<file path="src/rtl/hog_pack_pkg.sv">
// rtl/hog_pack_pkg.sv - shared types, defaults and helpers for the HOG feature packer
package hog_pack_pkg;

    localparam int FEA_I_DEF = 4;
    localparam int FEA_F_DEF = 8;

    // Feature width from integer and fractional bit counts
    function automatic int fea_w(input int fea_i, input int fea_f);
        return fea_i + fea_f;
    endfunction

    typedef logic [FEA_I_DEF+FEA_F_DEF-1:0] fea_t;

    typedef enum logic {ST_EMPTY, ST_FILL} pack_st_e;

endpackage

</file>
<file path="src/rtl/hog_fea_packer_if.sv">
// rtl/hog_fea_packer_if.sv - feature input and packed-word stream bundle (o_last with HOG_FEA_PACK_LAST_EN)
interface hog_fea_packer_if #(
    parameter int FEA_W = 12,
    parameter int LANES = 4,
    parameter int LVL_W = 4
);
    logic [FEA_W-1:0]       i_fea;
    logic                   i_valid;
    logic                   i_flush;
    logic [FEA_W*LANES-1:0] o_data;
    logic                   o_valid;
    logic                   i_ready;
    logic [LVL_W-1:0]       o_level;
    logic                   o_ovf;
`ifdef HOG_FEA_PACK_LAST_EN
    logic                   o_last;
`endif

    // Packer side
    modport master (
`ifdef HOG_FEA_PACK_LAST_EN
        output o_last,
`endif
        input  i_fea, i_valid, i_flush, i_ready,
        output o_data, o_valid, o_level, o_ovf
    );

    // Feature source / word consumer side
    modport slave (
`ifdef HOG_FEA_PACK_LAST_EN
        input  o_last,
`endif
        output i_fea, i_valid, i_flush, i_ready,
        input  o_data, o_valid, o_level, o_ovf
    );

endinterface

</file>
<file path="src/rtl/hog_sync_fifo.sv">
// rtl/hog_sync_fifo.sv - first-word-fall-through synchronous FIFO with level counter
module hog_sync_fifo #(
    parameter int  WIDTH = 8,
    parameter int  DEPTH = 8,
    localparam int PTR_W = $clog2(DEPTH),
    localparam int LVL_W = $clog2(DEPTH + 1)
) (
    input  logic             clk,
    input  logic             rst,
    input  logic             push,
    input  logic [WIDTH-1:0] din,
    input  logic             pop,
    output logic [WIDTH-1:0] dout,
    output logic [LVL_W-1:0] level,
    output logic             full,
    output logic             empty
);
    logic [WIDTH-1:0] mem [DEPTH];
    logic [PTR_W-1:0] wr_ptr;
    logic [PTR_W-1:0] rd_ptr;
    logic             pop_ok;
    logic             push_ok;

    assign empty   = (level == '0);
    assign full    = (level == LVL_W'(DEPTH));
    assign pop_ok  = pop && !empty;
    // A pop in the same cycle frees the slot a full-FIFO push needs
    assign push_ok = push && (!full || pop_ok);
    assign dout    = mem[rd_ptr];

    // Storage, pointers and level; storage cleared so the head is never X
    always_ff @(posedge clk) begin
        if (rst) begin
            for (int i = 0; i < DEPTH; i++) mem[i] <= '0;
            wr_ptr <= '0;
            rd_ptr <= '0;
            level  <= '0;
        end else begin
            if (push_ok) begin
                mem[wr_ptr] <= din;
                wr_ptr      <= wr_ptr + 1'b1;
            end
            if (pop_ok) rd_ptr <= rd_ptr + 1'b1;
            case ({push_ok, pop_ok})
                2'b10:   level <= level + 1'b1;
                2'b01:   level <= level - 1'b1;
                default: level <= level;
            endcase
        end
    end

endmodule

</file>
<file path="src/rtl/hog_fea_packer.sv">
// rtl/hog_fea_packer.sv - packs single-lane HOG features into LANES-wide FIFO-buffered words (option HOG_FEA_PACK_LAST_EN)
module hog_fea_packer
    import hog_pack_pkg::*;
#(
    parameter int  FEA_I = FEA_I_DEF,
    parameter int  FEA_F = FEA_F_DEF,
    parameter int  LANES = 4,
    parameter int  DEPTH = 8,
    localparam int FEA_W = fea_w(FEA_I, FEA_F),
    localparam int LVL_W = $clog2(DEPTH + 1)
) (
    input  logic              clk,
    input  logic              rst,
    hog_fea_packer_if.master  bus
);
    localparam int CNT_W  = $clog2(LANES);
    localparam int WORD_W = FEA_W * LANES;
`ifdef HOG_FEA_PACK_LAST_EN
    localparam int FIFO_W = WORD_W + 1;
`else
    localparam int FIFO_W = WORD_W;
`endif

    pack_st_e          state_q, state_d;
    logic [CNT_W-1:0]  lane_cnt_q;
    logic [WORD_W-1:0] acc_q;
    logic [WORD_W-1:0] word_d;
    logic              complete;
    logic              push;
    logic              pop;
    logic              fifo_full;
    logic              fifo_empty;
    logic [FIFO_W-1:0] fifo_din;
    logic [FIFO_W-1:0] fifo_dout;
    logic              ovf_q;

    // Word as it stands after this cycle's feature, plus push decision
    always_comb begin
        word_d = acc_q;
        if (bus.i_valid) word_d[lane_cnt_q*FEA_W +: FEA_W] = bus.i_fea;
        complete = bus.i_valid && (lane_cnt_q == CNT_W'(LANES - 1));
        push     = complete || (bus.i_flush && (state_q == ST_FILL || bus.i_valid));
    end

    // Accumulator next state: any push returns to EMPTY
    always_comb begin
        state_d = state_q;
        case (state_q)
            ST_EMPTY: if (bus.i_valid && !push) state_d = ST_FILL;
            ST_FILL:  if (push)                 state_d = ST_EMPTY;
            default:  state_d = ST_EMPTY;
        endcase
    end

    // Accumulator state, lane counter and partial word; unfilled lanes stay zero
    always_ff @(posedge clk) begin
        if (rst) begin
            state_q    <= ST_EMPTY;
            lane_cnt_q <= '0;
            acc_q      <= '0;
        end else begin
            state_q <= state_d;
            if (push) begin
                lane_cnt_q <= '0;
                acc_q      <= '0;
            end else if (bus.i_valid) begin
                lane_cnt_q <= lane_cnt_q + 1'b1;
                acc_q      <= word_d;
            end
        end
    end

    // Sticky overflow: a word arrived with the FIFO full and no pop to make room
    always_ff @(posedge clk) begin
        if (rst)                               ovf_q <= 1'b0;
        else if (push && fifo_full && !pop)    ovf_q <= 1'b1;
    end

    assign pop = !fifo_empty && bus.i_ready;

`ifdef HOG_FEA_PACK_LAST_EN
    assign fifo_din   = {bus.i_flush, word_d};
    assign bus.o_last = fifo_dout[WORD_W];
`else
    assign fifo_din   = word_d;
`endif

    hog_sync_fifo #(
        .WIDTH (FIFO_W),
        .DEPTH (DEPTH)
    ) u_fifo (
        .clk   (clk),
        .rst   (rst),
        .push  (push),
        .din   (fifo_din),
        .pop   (pop),
        .dout  (fifo_dout),
        .level (bus.o_level),
        .full  (fifo_full),
        .empty (fifo_empty)
    );

    assign bus.o_data  = fifo_dout[WORD_W-1:0];
    assign bus.o_valid = !fifo_empty;
    assign bus.o_ovf   = ovf_q;

endmodule

</file>
<file path="src/flat_wrapper.sv">
// flat-port wrapper written by rule: the top's interface ports become plain ports
module hog_fea_packer_flat import hog_pack_pkg::*;
#(
    parameter int  FEA_I = FEA_I_DEF,
    parameter int  FEA_F = FEA_F_DEF,
    parameter int  LANES = 4,
    parameter int  DEPTH = 8,
    localparam int FEA_W = fea_w(FEA_I, FEA_F),
    localparam int LVL_W = $clog2(DEPTH + 1)
)
  (clk, rst, bus_i_fea, bus_i_valid, bus_i_flush, bus_i_ready, bus_o_data, bus_o_valid, bus_o_level, bus_o_ovf);
  hog_fea_packer_if #(.LANES(LANES)) bus_i ();
  input  logic clk;
  input  logic rst;
  input wire logic [$bits(bus_i.i_fea)-1:0] bus_i_fea;
  input wire logic [$bits(bus_i.i_valid)-1:0] bus_i_valid;
  input wire logic [$bits(bus_i.i_flush)-1:0] bus_i_flush;
  input wire logic [$bits(bus_i.i_ready)-1:0] bus_i_ready;
  output wire logic [$bits(bus_i.o_data)-1:0] bus_o_data;
  output wire logic [$bits(bus_i.o_valid)-1:0] bus_o_valid;
  output wire logic [$bits(bus_i.o_level)-1:0] bus_o_level;
  output wire logic [$bits(bus_i.o_ovf)-1:0] bus_o_ovf;
  assign bus_i.i_fea = bus_i_fea;
  assign bus_i.i_valid = bus_i_valid;
  assign bus_i.i_flush = bus_i_flush;
  assign bus_i.i_ready = bus_i_ready;
  assign bus_o_data = bus_i.o_data;
  assign bus_o_valid = bus_i.o_valid;
  assign bus_o_level = bus_i.o_level;
  assign bus_o_ovf = bus_i.o_ovf;
  hog_fea_packer #(.FEA_I(FEA_I), .FEA_F(FEA_F), .LANES(LANES), .DEPTH(DEPTH)) u_core (.clk(clk), .rst(rst), .bus(bus_i));
endmodule
</file>
<file path="config.mk">
export PLATFORM = sky130hd
export DESIGN_NAME = hog_fea_packer_flat
export DESIGN_NICKNAME = d
export VERILOG_FILES = /design/src/rtl/hog_pack_pkg.sv /design/src/rtl/hog_fea_packer_if.sv /design/src/rtl/hog_sync_fifo.sv /design/src/rtl/hog_fea_packer.sv /design/src/flat_wrapper.sv
export SDC_FILE = /design/constraint.sdc
export NUM_CORES = 1
export LEC_CHECK = 0
export ABC_AREA = 1
export BUFFER_PORTS_ARGS = -buffer_cell sky130_fd_sc_hd__buf_2
export CAP_MARGIN = 20
export CORE_MARGIN = 1.5
export CORE_UTILIZATION = 40
export DETAILED_ROUTE_END_ITERATION = 10
export PLACE_DENSITY = 0.54
export SYNTH_ARGS = -nofsm -noshare
export SYNTH_HDL_FRONTEND = slang
export SYNTH_HIERARCHICAL = 1
export SYNTH_SLANG_ARGS = --single-unit
</file>
<file path="constraint.sdc">
create_clock -name clk -period 6.83 [get_ports clk]
set_clock_uncertainty 0.1 [all_clocks]
set_input_delay 0 -clock clk [delete_from_list [all_inputs] [get_ports clk]]
set_output_delay 0 -clock clk [all_outputs]
set_load 0.05 [all_outputs]
</file>
# Word level (Yosys, flattened, before mapping)
# Memories as Yosys holds them, arrays and structs flattened. A register that Yosys moved wholly into a read port is not among the register bits.
# Index checks and enable logic that the tools add are counted.
# op_classes
reduce_logical,19
muxes,16
eq_ne,4
n_bitwise,1
add_sub_neg,6
n_shift,2
multipliers,1
# ops
operator,count
$mux W48,2
$bwmux W48,1
$reduce_or A48 Y1,1
$shift A12 B34 Y48 const A,1
$shiftx A12 B34 Y48,1
$neg A6 Y34,1
$mux W3,3
$logic_and A1 B1 Y1,8
$mux W1,8
$pmux W4 S2,1
$add A3 B1 Y3 const B,2
$add A4 B1 Y4 const B,1
$eq A2 B2 Y1 const B,2
$eq A4 B4 Y1 const B,1
$logic_not A1 Y1,4
$logic_not A4 Y1,1
$mul A2 B2 Y4 const B,1
$sub A4 B1 Y4 const B,1
$logic_or A1 B1 Y1,3
$add A2 B1 Y2 const B,1
$eq A2 B1 Y1 const B,1
$pmux W1 S2,1
$reduce_bool A2 Y1,1
$reduce_or A2 Y1,1
$not A1 Y1,1
# totals
register_bits,62
out_inout_bits,54
ramBits,384
mem_count,1
# mem_list
name,words,word_bits,rd,rd_ports_with_merged_regs,write_ports,line_no,rtl
u_core.u_fifo.mem,8,48,1,1,8,hog_sync_fifo.sv:18,logic [WIDTH-1:0] mem [DEPTH];

# Logic depth before layout (Yosys ltp)
# logic_depth
word_depth,11
depth_mapped,15
depth_no_buf,15

# Hierarchy
# The synthesis kept the hierarchy.
# by_module_without_submodules
module,cells_each,instances,area_each_um2
hog_sync_fifo,1553,1,17337.9
hog_fea_packer,427,1,2884.0

# Least setup slack after synthesis
# No wires, ideal clock.
# synth_timing
path_type,register -> register
startpoint,register u_core.u_fifo.level[0]
endpoint,memory u_core/u_fifo/mem[0][0] (netlist bit) (enable)
setup_time_ps,407
path_stages_with_launch,15
synth_period_minus_slack_ps,3898
required_time_ps,6323
n_path_buf,2
arrival_time_ps,3391
path_slack_ps,2932
path_cell_list,dfxtp_1 -> nor2_1 -> nand2_1 -> inv_1 -> inv_1 -> nand2_1 -> inv_1 -> inv_1 -> nand4_1 -> nand2_2 -> nor3_4 -> nand2_2 -> buf_6 -> buf_6 -> nand2_1
# synth_rtl
element,line_no,rtl
"start, declared",hog_sync_fifo.sv:14,"output logic [LVL_W-1:0] level,"
"start signal, assigned",hog_sync_fifo.sv:45,2'b10: level <= level + 1'b1;
"start signal, assigned",hog_sync_fifo.sv:46,2'b01: level <= level - 1'b1;
"start signal, assigned",hog_sync_fifo.sv:47,default: level <= level;
"end, declared",hog_sync_fifo.sv:18,

==> results.toml <==
[timing]
setup_tns_ns = 0
tightest_slew_ns = 1.06
timing.final.crit_share = 0.602
report.final.slew_viol_count = 0
post_layout_minimum_cycle_time_ns = 4.11
slew_headroom = 0.293
report.final.setup_viol = 0
achievable_freq_mhz = 243
rsz_0062_raised_after_global_routing = "no"
final_hold_viol_count = 0

[clocking]
clock_tree.buffer_depth = 3
cts_root_buffer = "clkbuf_16"
clk_transition_reported_paths_ns = 0.06
cts.sinks = 449
cts-htree-levels = 2
post_cts.repair.setup_buffers = 0
tritoncts_clock_tree = "done"
worst_skew_pair.late_latency_ns = 0.57
cts_resized = 0
cts_inserted_buffers = 48
cts.hold.buffers_added = 28

[hold_path]
min_delay_path_depth = 3
worstHoldStart = "rst"
min-delay-path-class = "input pin to flip-flop"
hold_end = "u_core/bus.o_ovf$_SDFFE_PP0P_"

[synthesis]
most_frequent_cell_after_synthesis = "nor2_1"
synth_cell_types = 37
ys_warn_count = 6
synth.top_cells.by_area = "edfxtp_1 (57%), nor2_1 (9.5%), dfxtp_1 (6.4%)"
synth_seq_cells = 449
seq_area_frac_synth = 0.635
syn-cell-area_mm2 = 0.0202
synth_enable_flop_cells = 384
post-synth-top-area-cell = "edfxtp_1"
syn-instance-count = 1980
ys_async_sr_fraction = 0
postSynth.topFlopCell = "edfxtp_1"
synth_area_per_cell_um2 = 10.2
synth_common_cells = "nor2_1 (514), edfxtp_1 (384), nand2_1 (325)"
syn-num-nets = 2007
synth_top_cell_area_share = 0.570

[detailed_routing]
postRouteAntennaNets = 0
wl_per_cell_um = 20.0
detail_route.drc_violations = 0
route.vias.total = 14404
detail_route.iter0.violations = 1456
mean_number_of_vias_per_cell = 5.27
route.final.wire_length_mm = 54.6
first_pass_iters = 5

[finish]
antenna_cells = 0
finish.net_count = 2052
post-route-util = 0.455
final_cell_count_no_fill = 2735
syn2layout_area_growth_pct = 12.6
fillerInstances = 4784
layout-drive-gt1-share = 0.103

[worst_setup_path]
cp.required_ns = 6.98
cp-start-kind = "flip-flop"
timing.setup.critical_path_class = "flip-flop to flip-flop"
ff2ff_path_depth = 8
cp_cell_sequence = "ha_1 > nand2_4 > a21oi_2 > nand2_2 > nor3_4 > nand2_2 > nand2_2 > buf_12"
critical_path.slowest_cell = "dfxtp_1"
worstReg2RegEnd = "u_core/u_fifo/mem[6][24]$_SDFFCE_PN0P_"
worstReg2RegStart = "u_core/lane_cnt_q[0]$_SDFFE_PP0P_"
reg2reg_slack_ns = 2.72
cp_slowest_stage_delay_ns = 0.81
critical_path_peak_fanout = 49
setup.worst_path.end_class = "flip-flop"
critical_path.most_common_cell = "nand2_2"
critical_path_arrival_ns = 4.26
crit_start = "u_core/lane_cnt_q[0]$_SDFFE_PP0P_"

[global_route]
gr-total-overflow = 0
global_route.peak_usage_layer = "met1"
grt_start_max_net_pins = 161
grt_use_total = 0.209
grt.met2_usage = 0.311
first_global_vias = 13742
met3_usage = 0.0323
grt_antenna_before_repair = 0
met1_usage = 0.322
wire_length_of_the_first_global_routing_pass_mm = 83.8

[floorplanning]
chipWidth_um = 228
die_h_um = 228
die_area_mm2 = 0.0519
rows = 82
boundaryPins = 71
initial_utilization = 0.404
floorplan.core_area_mm2 = 0.0501

[placed_design]
dp_hpwl_mm = 34.4
portBuffers = 70
dpl.cell_count = 2618
gp_congestion = 0.861

[power_and_ir_drop]
power_leakage_uw = 0.00830
ir_drop_mv = 0.192
power_density_mw_per_mm2 = 341

[run]
max-cap-violations = 0

[run_status]
status = "finished clean"
sequential cells by signal, indices dropped and copies added, names as in the netlist, named ones only:
register	cells
u_core/lane_cnt_q	2
u_core/u_fifo/wr_ptr	3
u_core/u_fifo/rd_ptr	3
u_core/u_fifo/mem	384
u_core/bus.o_ovf	1
u_core/u_fifo/level	4
u_core/state_q	1
u_core/acc_q	48
layout by cell type, fill, tap and decap left out, types with 55 or more instances in the layout:
cell | Yosys | layout
buf_2 | 21 | 70
dfxtp_1 | 65 | 62
edfxtp_1 | 384 | 384
inv_1 | 90 | 89
mux2i_1 | 96 | 96
nand2_1 | 325 | 313
nand3_1 | 55 | 55
nor2_1 | 514 | 514
o21ai_0 | 102 | 102
o22ai_1 | 97 | 97
cells by family (layout without fill, tap and decap cells):
logic type               Yosys count  count (layout)  synth area share
buffers and inverters            221             304            0.0521
XOR/XNOR                           1               1          0.000433
AO/OA/AOI/OAI                    258             258            0.0712
flip-flops                       449             449             0.635
multiplexers                      96              96            0.0475
adder cells (fa/ha/maj)           10              10           0.00656
AND/OR/NAND/NOR                  945             945             0.188
report_power, final:
part	switching, µW	internal [µW]	total, µW
clock	1050	1430	2480
combinational	1530	536	2070
sequential	132	3100	3230
worst max-delay path by stage:
stage / to / slack (ns) / cells past startpoint
2_1_floorplan: u_core/u_fifo/mem[0][0]$_SDFFCE_PN0P_ / 2.93 / 14
3_3_place_gp: u_core/u_fifo/mem[3][34]$_SDFFCE_PN0P_ / 2.41 / 8
3_5_place_dp: u_core/u_fifo/mem[3][28]$_SDFFCE_PN0P_ / 2.33 / 8
4_1_cts: u_core/u_fifo/mem[3][23]$_SDFFCE_PN0P_ / 2.36 / 8
5_1_grt: u_core/u_fifo/mem[6][30]$_SDFFCE_PN0P_ / 2.43 / 8
6_report: u_core/u_fifo/mem[6][24]$_SDFFCE_PN0P_ / 2.72 / 8
area by class of cell:
cell class                 count  area (µm²)  share of cell area
clock inverter                19         129             0.00566
tap                          672         841              0.0369
multi-input combinational   1310        6370               0.279
inverter                      97         372              0.0163
timing repair buffer         119         863              0.0379
clock buffer                  69        1370              0.0600
sequential                   449       12800               0.564
critical path: cells and delay by family (launching register included):
kind            cells  cell delay (ns)
simple gates        5             1.96
flops               1             0.81
fa+ha+maj           1             0.31
compound gates      1             0.28
buf+inv             1             0.28
through the flow:
| step | power (µW) | setup slack [ns] | area, µm² | hold slack [ns] |
|---|---|---|---|---|
| finish | 7780 | 2.72 | 22800 | 0.189 |
| CTS | 7840 | 2.36 | 22800 | 0.154 |
| detailed placement | 5350 | 2.33 | 21000 | 0.217 |
| global route | 8120 | 2.43 | 22800 | 0.190 |
| floorplan | 4790 | 2.93 | 20200 | -0.0309 |
| global placement | 5320 | 2.41 | 20900 | 0.214 |
routing by layer:
metal	part of all wire	vias up
li1	-	6853
met1	0.48	7051
met2	0.44	447
met3	0.065	53
met4	0.013	0
met5	0	-
(Power assumes the default switching activity.)
